--- src/rtl/control_sequencer.sv ---
// control_sequencer
//   Registered multi-cycle sequencer between the instruction decoder and the
//   datapath control decode. Takes one decoded instruction at a time and
//   sequences handshaked I/O (INPUT/OUTPUT/PAUSE), burst stack transfers
//   (PUSHN/POPN) and HALT. `enable` pulses once when an instruction completes
//   and gates PC advance / register writeback.
//
// Handshake: instr_valid is sampled on a rising clock edge only while busy=0;
//   a sampled instruction is accepted unconditionally and busy rises in the
//   next cycle. While busy=1, instr_valid and the operand fields are ignored.
//
// Ports:
//   clock, reset          rising-edge clock, asynchronous active-high reset
//   instr_valid, ID       instruction strobe and instruction ID
//   operand_count         PUSHN/POPN word count
//   io_channel            channel for INPUT/OUTPUT (out of range -> channel 0)
//   confirmation          per-channel asynchronous confirm buttons
//   continue_button       asynchronous PAUSE release button
//   enable                one-cycle completion pulse
//   busy                  sequencer not idle
//   is_input, is_output   I/O wait in progress (both for PAUSE)
//   io_select             one-hot channel of the current I/O wait
//   mem_write, mem_read   per-beat strobes for PUSHN / POPN bursts
//   step_index            current burst beat
//   halted                sequencer halted (only reset exits)
//   state_dbg             current FSM state for debug/checkers
module control_sequencer #(
  parameter int ID_WIDTH    = 7,
  parameter int COUNT_WIDTH = 5,
  parameter int IO_CHANNELS = 2,
  parameter int SYNC_STAGES = 2
) (
  input  logic                           clock,
  input  logic                           reset,
  input  logic                           instr_valid,
  input  logic [ID_WIDTH-1:0]            ID,
  input  logic [COUNT_WIDTH-1:0]         operand_count,
  input  logic [$clog2(IO_CHANNELS)-1:0] io_channel,
  input  logic [IO_CHANNELS-1:0]         confirmation,
  input  logic                           continue_button,
  output logic                           enable,
  output logic                           busy,
  output logic                           is_input,
  output logic                           is_output,
  output logic [IO_CHANNELS-1:0]         io_select,
  output logic                           mem_write,
  output logic                           mem_read,
  output logic [COUNT_WIDTH-1:0]         step_index,
  output logic                           halted,
  output logic [2:0]                     state_dbg
);

  typedef enum logic [2:0] {
    S_IDLE       = 3'd0,
    S_EXEC       = 3'd1,
    S_IO_WAIT    = 3'd2,
    S_IO_RELEASE = 3'd3,
    S_BURST      = 3'd4,
    S_HALTED     = 3'd5
  } state_t;

  localparam int CH_W  = $clog2(IO_CHANNELS);
  // Buttons are handled uniformly: indices 0..IO_CHANNELS-1 are the confirm
  // buttons, index IO_CHANNELS is the PAUSE continue button.
  localparam int NB    = IO_CHANNELS + 1;
  localparam int SEL_W = $clog2(NB);

  localparam logic [ID_WIDTH-1:0]    ID_OUTPUT = ID_WIDTH'(69);
  localparam logic [ID_WIDTH-1:0]    ID_PAUSE  = ID_WIDTH'(70);
  localparam logic [ID_WIDTH-1:0]    ID_INPUT  = ID_WIDTH'(71);
  localparam logic [ID_WIDTH-1:0]    ID_HALT   = ID_WIDTH'(75);
  localparam logic [ID_WIDTH-1:0]    ID_PUSHN  = ID_WIDTH'(77);
  localparam logic [ID_WIDTH-1:0]    ID_POPN   = ID_WIDTH'(78);
  localparam logic [COUNT_WIDTH-1:0] CNT_ONE   = COUNT_WIDTH'(1);
  localparam logic [SEL_W-1:0]       SEL_CONT  = SEL_W'(IO_CHANNELS);

  // ---------------------------------------------------------------------
  // Button synchronizers
  // ---------------------------------------------------------------------
  logic [NB-1:0]                   btn_raw;
  logic [SYNC_STAGES-1:0][NB-1:0]  sync_q, sync_d;
  logic [NB-1:0]                   btn_level;
  logic [NB-1:0]                   btn_rise;

  assign btn_raw = {continue_button, confirmation};

  always_comb begin
    sync_d    = sync_q;
    sync_d[0] = btn_raw;
    for (int i = 1; i < SYNC_STAGES; i++) begin
      sync_d[i] = sync_q[i-1];
    end
  end

  // Edge taken between the last two stages; the last stage is the level.
  assign btn_level = sync_q[SYNC_STAGES-1];
  assign btn_rise  = sync_q[SYNC_STAGES-2] & ~sync_q[SYNC_STAGES-1];

  // ---------------------------------------------------------------------
  // Sequencer state and registered outputs
  // ---------------------------------------------------------------------
  state_t                   state_q, state_d;
  logic [COUNT_WIDTH-1:0]   cnt_q, cnt_d;
  logic [COUNT_WIDTH-1:0]   step_q, step_d;
  logic [SEL_W-1:0]         sel_q, sel_d;
  logic [NB-1:0]            armed_q, armed_d;
  logic                     enable_q, enable_d;
  logic                     busy_q, busy_d;
  logic                     is_input_q, is_input_d;
  logic                     is_output_q, is_output_d;
  logic [IO_CHANNELS-1:0]   io_select_q, io_select_d;
  logic                     mem_write_q, mem_write_d;
  logic                     mem_read_q, mem_read_d;
  logic                     halted_q, halted_d;

  logic [CH_W-1:0]          ch_eff;
  logic [COUNT_WIDTH-1:0]   last_step;
  logic                     id_is_io;
  logic                     id_is_burst;

  always_comb begin
    if ({1'b0, io_channel} >= (CH_W+1)'(IO_CHANNELS)) begin
      ch_eff = '0;
    end else begin
      ch_eff = io_channel;
    end
  end

  assign id_is_io    = (ID == ID_OUTPUT) || (ID == ID_INPUT) || (ID == ID_PAUSE);
  assign id_is_burst = (ID == ID_PUSHN) || (ID == ID_POPN);
  // Only meaningful in BURST, where cnt_q is at least 1.
  assign last_step   = cnt_q - CNT_ONE;

  // Registered outputs are computed for the state being entered, so each
  // output is valid in the same cycle as the state it describes.
  always_comb begin
    state_d     = state_q;
    cnt_d       = cnt_q;
    sel_d       = sel_q;
    armed_d     = armed_q;
    step_d      = '0;
    enable_d    = 1'b0;
    mem_write_d = 1'b0;
    mem_read_d  = 1'b0;
    busy_d      = busy_q;
    is_input_d  = is_input_q;
    is_output_d = is_output_q;
    io_select_d = io_select_q;
    halted_d    = halted_q;

    case (state_q)
      S_IDLE: begin
        if (instr_valid) begin
          cnt_d  = operand_count;
          sel_d  = (ID == ID_PAUSE) ? SEL_CONT : SEL_W'(ch_eff);
          busy_d = 1'b1;
          if (id_is_io) begin
            state_d     = S_IO_WAIT;
            is_output_d = (ID == ID_OUTPUT) || (ID == ID_PAUSE);
            is_input_d  = (ID == ID_INPUT)  || (ID == ID_PAUSE);
            io_select_d = '0;
            if (ID != ID_PAUSE) begin
              io_select_d[ch_eff] = 1'b1;
            end
          end else if (id_is_burst && (operand_count != '0)) begin
            state_d     = S_BURST;
            mem_write_d = (ID == ID_PUSHN);
            mem_read_d  = (ID == ID_POPN);
            enable_d    = (operand_count == CNT_ONE);
          end else if (ID == ID_HALT) begin
            state_d  = S_HALTED;
            halted_d = 1'b1;
          end else begin
            state_d  = S_EXEC;
            enable_d = 1'b1;
          end
        end
      end

      S_EXEC: begin
        state_d = S_IDLE;
        busy_d  = 1'b0;
      end

      S_IO_WAIT: begin
        if (btn_rise[sel_q] && armed_q[sel_q]) begin
          state_d        = S_IO_RELEASE;
          enable_d       = 1'b1;
          armed_d[sel_q] = 1'b0;
          is_input_d     = 1'b0;
          is_output_d    = 1'b0;
          io_select_d    = '0;
        end
      end

      // A held button keeps us here, so it cannot complete a second I/O.
      S_IO_RELEASE: begin
        if (!btn_level[sel_q]) begin
          state_d        = S_IDLE;
          armed_d[sel_q] = 1'b1;
          busy_d         = 1'b0;
        end
      end

      S_BURST: begin
        if (step_q == last_step) begin
          state_d = S_IDLE;
          busy_d  = 1'b0;
        end else begin
          step_d      = step_q + CNT_ONE;
          mem_write_d = mem_write_q;
          mem_read_d  = mem_read_q;
          enable_d    = ((step_q + CNT_ONE) == last_step);
        end
      end

      S_HALTED: begin
        state_d = S_HALTED;
      end

      default: begin
        state_d = S_IDLE;
        busy_d  = 1'b0;
      end
    endcase
  end

  always_ff @(posedge clock or posedge reset) begin
    if (reset) begin
      state_q     <= S_IDLE;
      sync_q      <= '0;
      cnt_q       <= '0;
      step_q      <= '0;
      sel_q       <= '0;
      armed_q     <= '1;
      enable_q    <= 1'b0;
      busy_q      <= 1'b0;
      is_input_q  <= 1'b0;
      is_output_q <= 1'b0;
      io_select_q <= '0;
      mem_write_q <= 1'b0;
      mem_read_q  <= 1'b0;
      halted_q    <= 1'b0;
    end else begin
      state_q     <= state_d;
      sync_q      <= sync_d;
      cnt_q       <= cnt_d;
      step_q      <= step_d;
      sel_q       <= sel_d;
      armed_q     <= armed_d;
      enable_q    <= enable_d;
      busy_q      <= busy_d;
      is_input_q  <= is_input_d;
      is_output_q <= is_output_d;
      io_select_q <= io_select_d;
      mem_write_q <= mem_write_d;
      mem_read_q  <= mem_read_d;
      halted_q    <= halted_d;
    end
  end

  assign enable     = enable_q;
  assign busy       = busy_q;
  assign is_input   = is_input_q;
  assign is_output  = is_output_q;
  assign io_select  = io_select_q;
  assign mem_write  = mem_write_q;
  assign mem_read   = mem_read_q;
  assign step_index = step_q;
  assign halted     = halted_q;
  assign state_dbg  = state_q;

endmodule

--- config.mk ---
export PLATFORM = sky130hd
export DESIGN_NAME = control_sequencer
export DESIGN_NICKNAME = d
export VERILOG_FILES = /design/src/rtl/control_sequencer.sv
export SDC_FILE = /design/constraint.sdc
export NUM_CORES = 1
export LEC_CHECK = 0
export ABC_AREA = 1
export ABC_CLOCK_PERIOD_IN_PS = 1580
export BUFFER_PORTS_ARGS = -buffer_cell sky130_fd_sc_hd__buf_2
export CAP_MARGIN = 10
export CORE_ASPECT_RATIO = 0.8
export CORE_MARGIN = 4
export CORE_UTILIZATION = 49
export DETAILED_ROUTE_END_ITERATION = 16
export PLACE_DENSITY = 0.75
export REMOVE_ABC_BUFFERS = 1
export SLEW_MARGIN = 20
export SYNTH_ARGS = -nofsm -noshare
export SYNTH_HDL_FRONTEND = slang
export SYNTH_SLANG_ARGS = --single-unit
--- constraint.sdc ---
create_clock -name clock -period 1.58 [get_ports clock]
set_input_delay 0.395 -clock clock [delete_from_list [all_inputs] [get_ports clock]]
set_output_delay 0.395 -clock clock [all_outputs]
set_load 0.03 [all_outputs]
[Word level (Yosys, flattened, before mapping)]
Cells that the tools add are included.
Word-level totals
  flip-flop bits (word level): 33
  input bits: 19
  output and inout bits: 17
  word-level logic and storage cells: 123
Cells by class
  $add $sub $neg: 2
  $lt $le $gt $ge: 4
  equality and inequality tests: 19
  muxes and demuxes: 55
  bitwise logic cells: 8
  reduce and logical (&&, ||, !) cells: 20
Operator list (number)
  $eq A7 B7 Y1 const B: 6
  $mux W3: 9
  $mux W1: 25
  $pmux W3 S5: 1
  $reduce_and A4 Y1: 3
  $eq A5 B5 Y1: 2
  $mux W2: 5
  $mux W5: 2
  $ne A2 B2 Y1 const B: 5
  $pmux W1 S2: 4
  $ne A7 B7 Y1 const B: 1
  $and A3 B3 Y3: 2
  $bmux W1 S2: 3
  $eq A3 B2 Y1 const B: 2
  $eq A3 B3 Y1 const B: 2
  $not A3 Y3: 2
  $pmux W3 S2: 1
  $add A5 B1 Y5 const B: 1
  $eq A5 B1 Y1 const B: 1
  $logic_or A1 B1 Y1: 5
  $reduce_and A5 Y1: 1
  $reduce_bool A5 Y1: 1
  $sub A5 B1 Y5 const B: 1
  $logic_and A1 B1 Y1: 4
  other kinds (16): 19

[Depth between registers and ports, before layout]
  word-level depth: 8
  depth in mapped cells: 12
  mapped depth without buffers: 12

[Least setup slack after synthesis]
OpenSTA, ideal clock, no wires.
  path kind: flip-flop to flip-flop
  start: register step_q[0], in the netlist step_index[0]
  end: register enable_q, in the netlist enable
  library setup time: 0.125 ns
  data arrival time: 1.554 ns
  data required time: 1.455 ns
  setup slack: -0.098 ns
  cell stages (with the launch flop): 9
  clock period less this slack: 1.678 ns
  cells stage by stage: dfrtp_1 ha_1 nand3_1 xor2_1 or2_2 nand3_1 nor2_1 nand2_1 nand3_1
On the way
  longest elaborated chain between the ends: 4
  elaborated cells on any way between the ends: 5
  those cells by class: 1 x add/sub; 2 x eq/ne; 2 x mux
RTL lines
  start, declared: line 104  | logic [COUNT_WIDTH-1:0] step_q, step_d;
  start signal, assigned: line 248  | step_q <= step_d;
  $add A5 B1 Y5: line 213  | enable_d = ((step_q + CNT_ONE) == last_step);
  $eq A5 B5 Y1: line 213
  $mux W1 *: line 206  | if (step_q == last_step) begin
  $pmux W1 S3 *: line 151  | case (state_q)
  named net enable_d: line 107  | logic enable_q, enable_d;
  end signal, assigned: line 251  | enable_q <= enable_d;
  end, declared: line 107
Mark *: on every way through the listed nets, which the timed path passes. The rest lies on a longest branch.
A chain may end at the register's enable or synchronous reset.

[Worst setup path in the final report]
  start: register cnt_q[0]
  end: register step_q[2], in the netlist step_index[2]
On the way
  longest elaborated chain between the ends: 4
RTL lines
  start, declared: line 103  | logic [COUNT_WIDTH-1:0] cnt_q, cnt_d;
  start signal, assigned: line 247  | cnt_q <= cnt_d;
  $sub A5 B1 Y5: line 132  | assign last_step = cnt_q - CNT_ONE;
  $eq A5 B5 Y1: line 206
  $mux W5: line 206
  $mux W5: line 151
  named net step_d[2]: line 104
The timed path passes the listed nets, and every way through them passes these cells.

==> results.yml <==
critical_path:
  critPathLaunch: "cnt_q[0]$_DFFE_PP0P_"
  critical_path_class: "reg2reg"
  worstSetupStartpointType: "flop"
  path_max_fanout: 6
  worstPathRequired_ns: 1.74
  crit-reg2reg-launch: "cnt_q[0]$_DFFE_PP0P_"
  end_kind: "flop"
  crit_arrival_ns: 1.77
floorplanning:
  die-height_um: 62.8
  die_w_um: 76.5
  design.die.area_um2: 4800
  num_rows: 19
  initial_core_util: 0.522
  io_pins: 36
  core_um2: 3520
timing:
  holdWs_ns: 0.188
  setup_slack_ns: -0.0249
  hold_violations: 0
  final-setup-viol-count: 6
  clock.fmax_mhz: 623
  worst-slew-pin-transition_ns: 0.493
  period_minus_slack_ns: 1.60
  skew_ns: 0.00535
  post-route-period-util: 1.02
  setup_tns_ns: -0.0604
  maxSlewViolCount: 0
  rsz0062_at_grt: "true"
  relSlewSlack: 0.669
grt:
  grt_pass1_vias: 1513
  grt_max_degree: 34
  grt_pass1_wl_um: 7000
  antenna_found_initial: 0
  grt.overflow.total: 0
  grt.total_usage: 0.186
clock_network:
  clock-sinks: 33
  cts_max_level: 2
  cts_tree: "yes"
  path_clk_slew_ns: 0.06
  cts_inserted_buffers: 5
  cts_root_buffer: "clkbuf_8"
  worst_skew_pair.late_latency_ns: 0.28
  clk_path_buf_depth: 2
power:
  powerDensity_nw_per_um2: 658
  ir_drop_uv: 477
  leakage_nw: 1.21
logic_synthesis:
  ys_ff_latch: 33
  ys_warn_count: 0
  yosysSeqAreaShare: 0.452
  synth_cell_type_count: 32
  syn_inst: 235
  syn_area_per_cell_um2: 7.82
  synthesis.area_um2: 1840
routing:
  avgViaCountPerCell: 5.05
  drtIter0Drc: 136
  drc: 0
  num_vias: 1708
  dr.pass1.iters: 4
  drt_wl_total_um: 4220
  avgRoutedWirePerCell_um: 12.5
  postRouteAntennaNets: 0
layout:
  num_antenna_cells: 0
  nNetsFinal: 316
  area_growth_pct: 29.4
  stdcell_count: 338
  nFillCells: 283
  drive_gt1_frac: 0.341
hold_path:
  hp-class: "in2async"
place:
  dp_hpwl_um: 3210
  portBuffers: 35
  globalplace.congestion: 0.856
  place_inst: 325
run_status:
  status: "complete, but fails checks"
  violations: "negative setup slack"
job:
  max-cap-violations: 0
-- synthesized netlist by cell type --
| library cell | n | share of area |
|---|---|---|
| nor2_2 | 2 | 0.0068 |
| nand3_1 | 21 | 0.057 |
| a22oi_1 | 1 | 0.0041 |
| or2_2 | 2 | 0.0068 |
| inv_2 | 4 | 0.0082 |
| and2_1 | 1 | 0.0034 |
| nand4_1 | 3 | 0.010 |
| nor3_2 | 1 | 0.0054 |
| o21ai_1 | 10 | 0.027 |
| nor3_1 | 3 | 0.0082 |
| o21ai_0 | 10 | 0.027 |
| a21boi_4 | 1 | 0.010 |
| dfstp_2 | 3 | 0.043 |
| nand2_1 | 66 | 0.13 |
| a31o_1 | 1 | 0.0048 |
| inv_1 | 28 | 0.057 |
| nor2_4 | 3 | 0.018 |
| nand4_2 | 1 | 0.0068 |
| and2_4 | 1 | 0.0048 |
| or2_1 | 1 | 0.0034 |
| nand3_4 | 1 | 0.0095 |
| nand2_4 | 1 | 0.0061 |
| o21ai_2 | 1 | 0.0048 |
| nor2_1 | 23 | 0.047 |
| xor2_1 | 4 | 0.019 |
| nand3_2 | 3 | 0.016 |
| xnor2_1 | 1 | 0.0048 |
| ha_1 | 2 | 0.014 |
| nand2_2 | 2 | 0.0068 |
| clkinv_2 | 1 | 0.0027 |
| dfrtp_1 | 30 | 0.41 |
| nand3b_1 | 3 | 0.012 |
-- layout make-up --
cell class,instances,area (um^2),area share
multi-input combinational,170,971,0.408
sequential,33,832,0.350
timing repair buffer,52,307,0.129
inverter,33,125,0.0526
clock buffer,8,90.1,0.0379
tap,42,52.6,0.0221
-- state kept, by name, summed over array words and instances, names as in the netlist, 2 cells and up, named ones only --
register,cells
cnt_q,5
btn_level,3
step_index,5
state_dbg,3
sel_q,2
io_select,2
sync_d,3
-- worst max-delay path, stage by stage (launching register included) --
cell	delay (ns)
dfrtp_1	0.38
inv_2	0.08
ha_4	0.21
nand2_1	0.05
inv_1	0.03
nor2_1	0.11
nand2_1	0.07
nor2_1	0.11
nand4_2	0.12
nand2_4	0.12
buf_4	0.14
nor2_1	0.05
-- what timing repair did --
item | 4_1_cts | 5_1_grt
hold buffers | 0 | 0
gates cloned | 0 | 1
pin swaps | 0 | 13
gates resized for setup | 1 | 22
setup endpoints to repair | 11 | 19
setup buffers | 0 | 4
-- worst paths after layout --
check,endpoint,slack [ns],cells after the start
min in group clock,sync_d[4]$_DFF_PP0_,0.21,1
min reg2reg,btn_level[0]$_DFF_PP0_,0.38,0
min,cnt_q[3]$_DFFE_PP0P_,0.19,3
max reg2reg,step_index[2]$_DFF_PP0_,-0.02,11
max,step_index[2]$_DFF_PP0_,-0.02,11
max in group asynchronous,asynchronous set/reset pin,1.07,3
-- metrics by stage --
| stage | instance area (um^2) | util | setup WS, ns | total power, mW |
|---|---|---|---|---|
| detailed placement | 2160 | 0.615 | -0.0440 | 0.941 |
| global route | 2380 | 0.676 | -0.120 | 1.65 |
| global placement | 2160 | 0.615 | 0.00221 | 0.940 |
| floorplan | 1840 | - | -0.0981 | 0.902 |
| finish | 2380 | 0.676 | -0.0249 | 1.57 |
| CTS | 2260 | 0.644 | 0.00387 | 1.58 |
-- cells by family after synthesis --
logic type      share of synthesized area
compound gates                     0.0783
xor+xnor                           0.0238
fa+ha+maj                          0.0136
buf+inv                            0.0681
flops                               0.452
simple gates                        0.364
-- metal layers --
metal | GRT usage | vias to the layer above | wire, um
li1 | - | 872 | -
met1 | 0.263 | 770 | 2000
met2 | 0.251 | 61 | 1700
met3 | 0.0836 | 5 | 454
met4 | 0.0611 | 0 | 56
met5 | 0 | - | 0
-- placed cells by master, fill, tap and decap left out, drive strengths merged --
cell type / instances
a31o: 1
inv: 32
dfstp: 3
a21boi: 1
a22oi: 1
nor3: 4
nor2: 28
nand3b: 3
xnor2: 1
dfrtp: 30
nand2: 69
ha: 2
nand3: 26
buf: 52
or2: 3
nand4: 4
xor2: 4
and2: 2
o21ai: 21
clkbuf: 8
clkinv: 1
-- report_power, final --
| part | switching (mW) | total, mW | internal, mW |
|---|---|---|---|
| clock | 0.287 | 0.642 | 0.355 |
| sequential | 0.00399 | 0.857 | 0.853 |
| combinational | 0.0410 | 0.0665 | 0.0255 |
(Power assumes the default switching activity.)
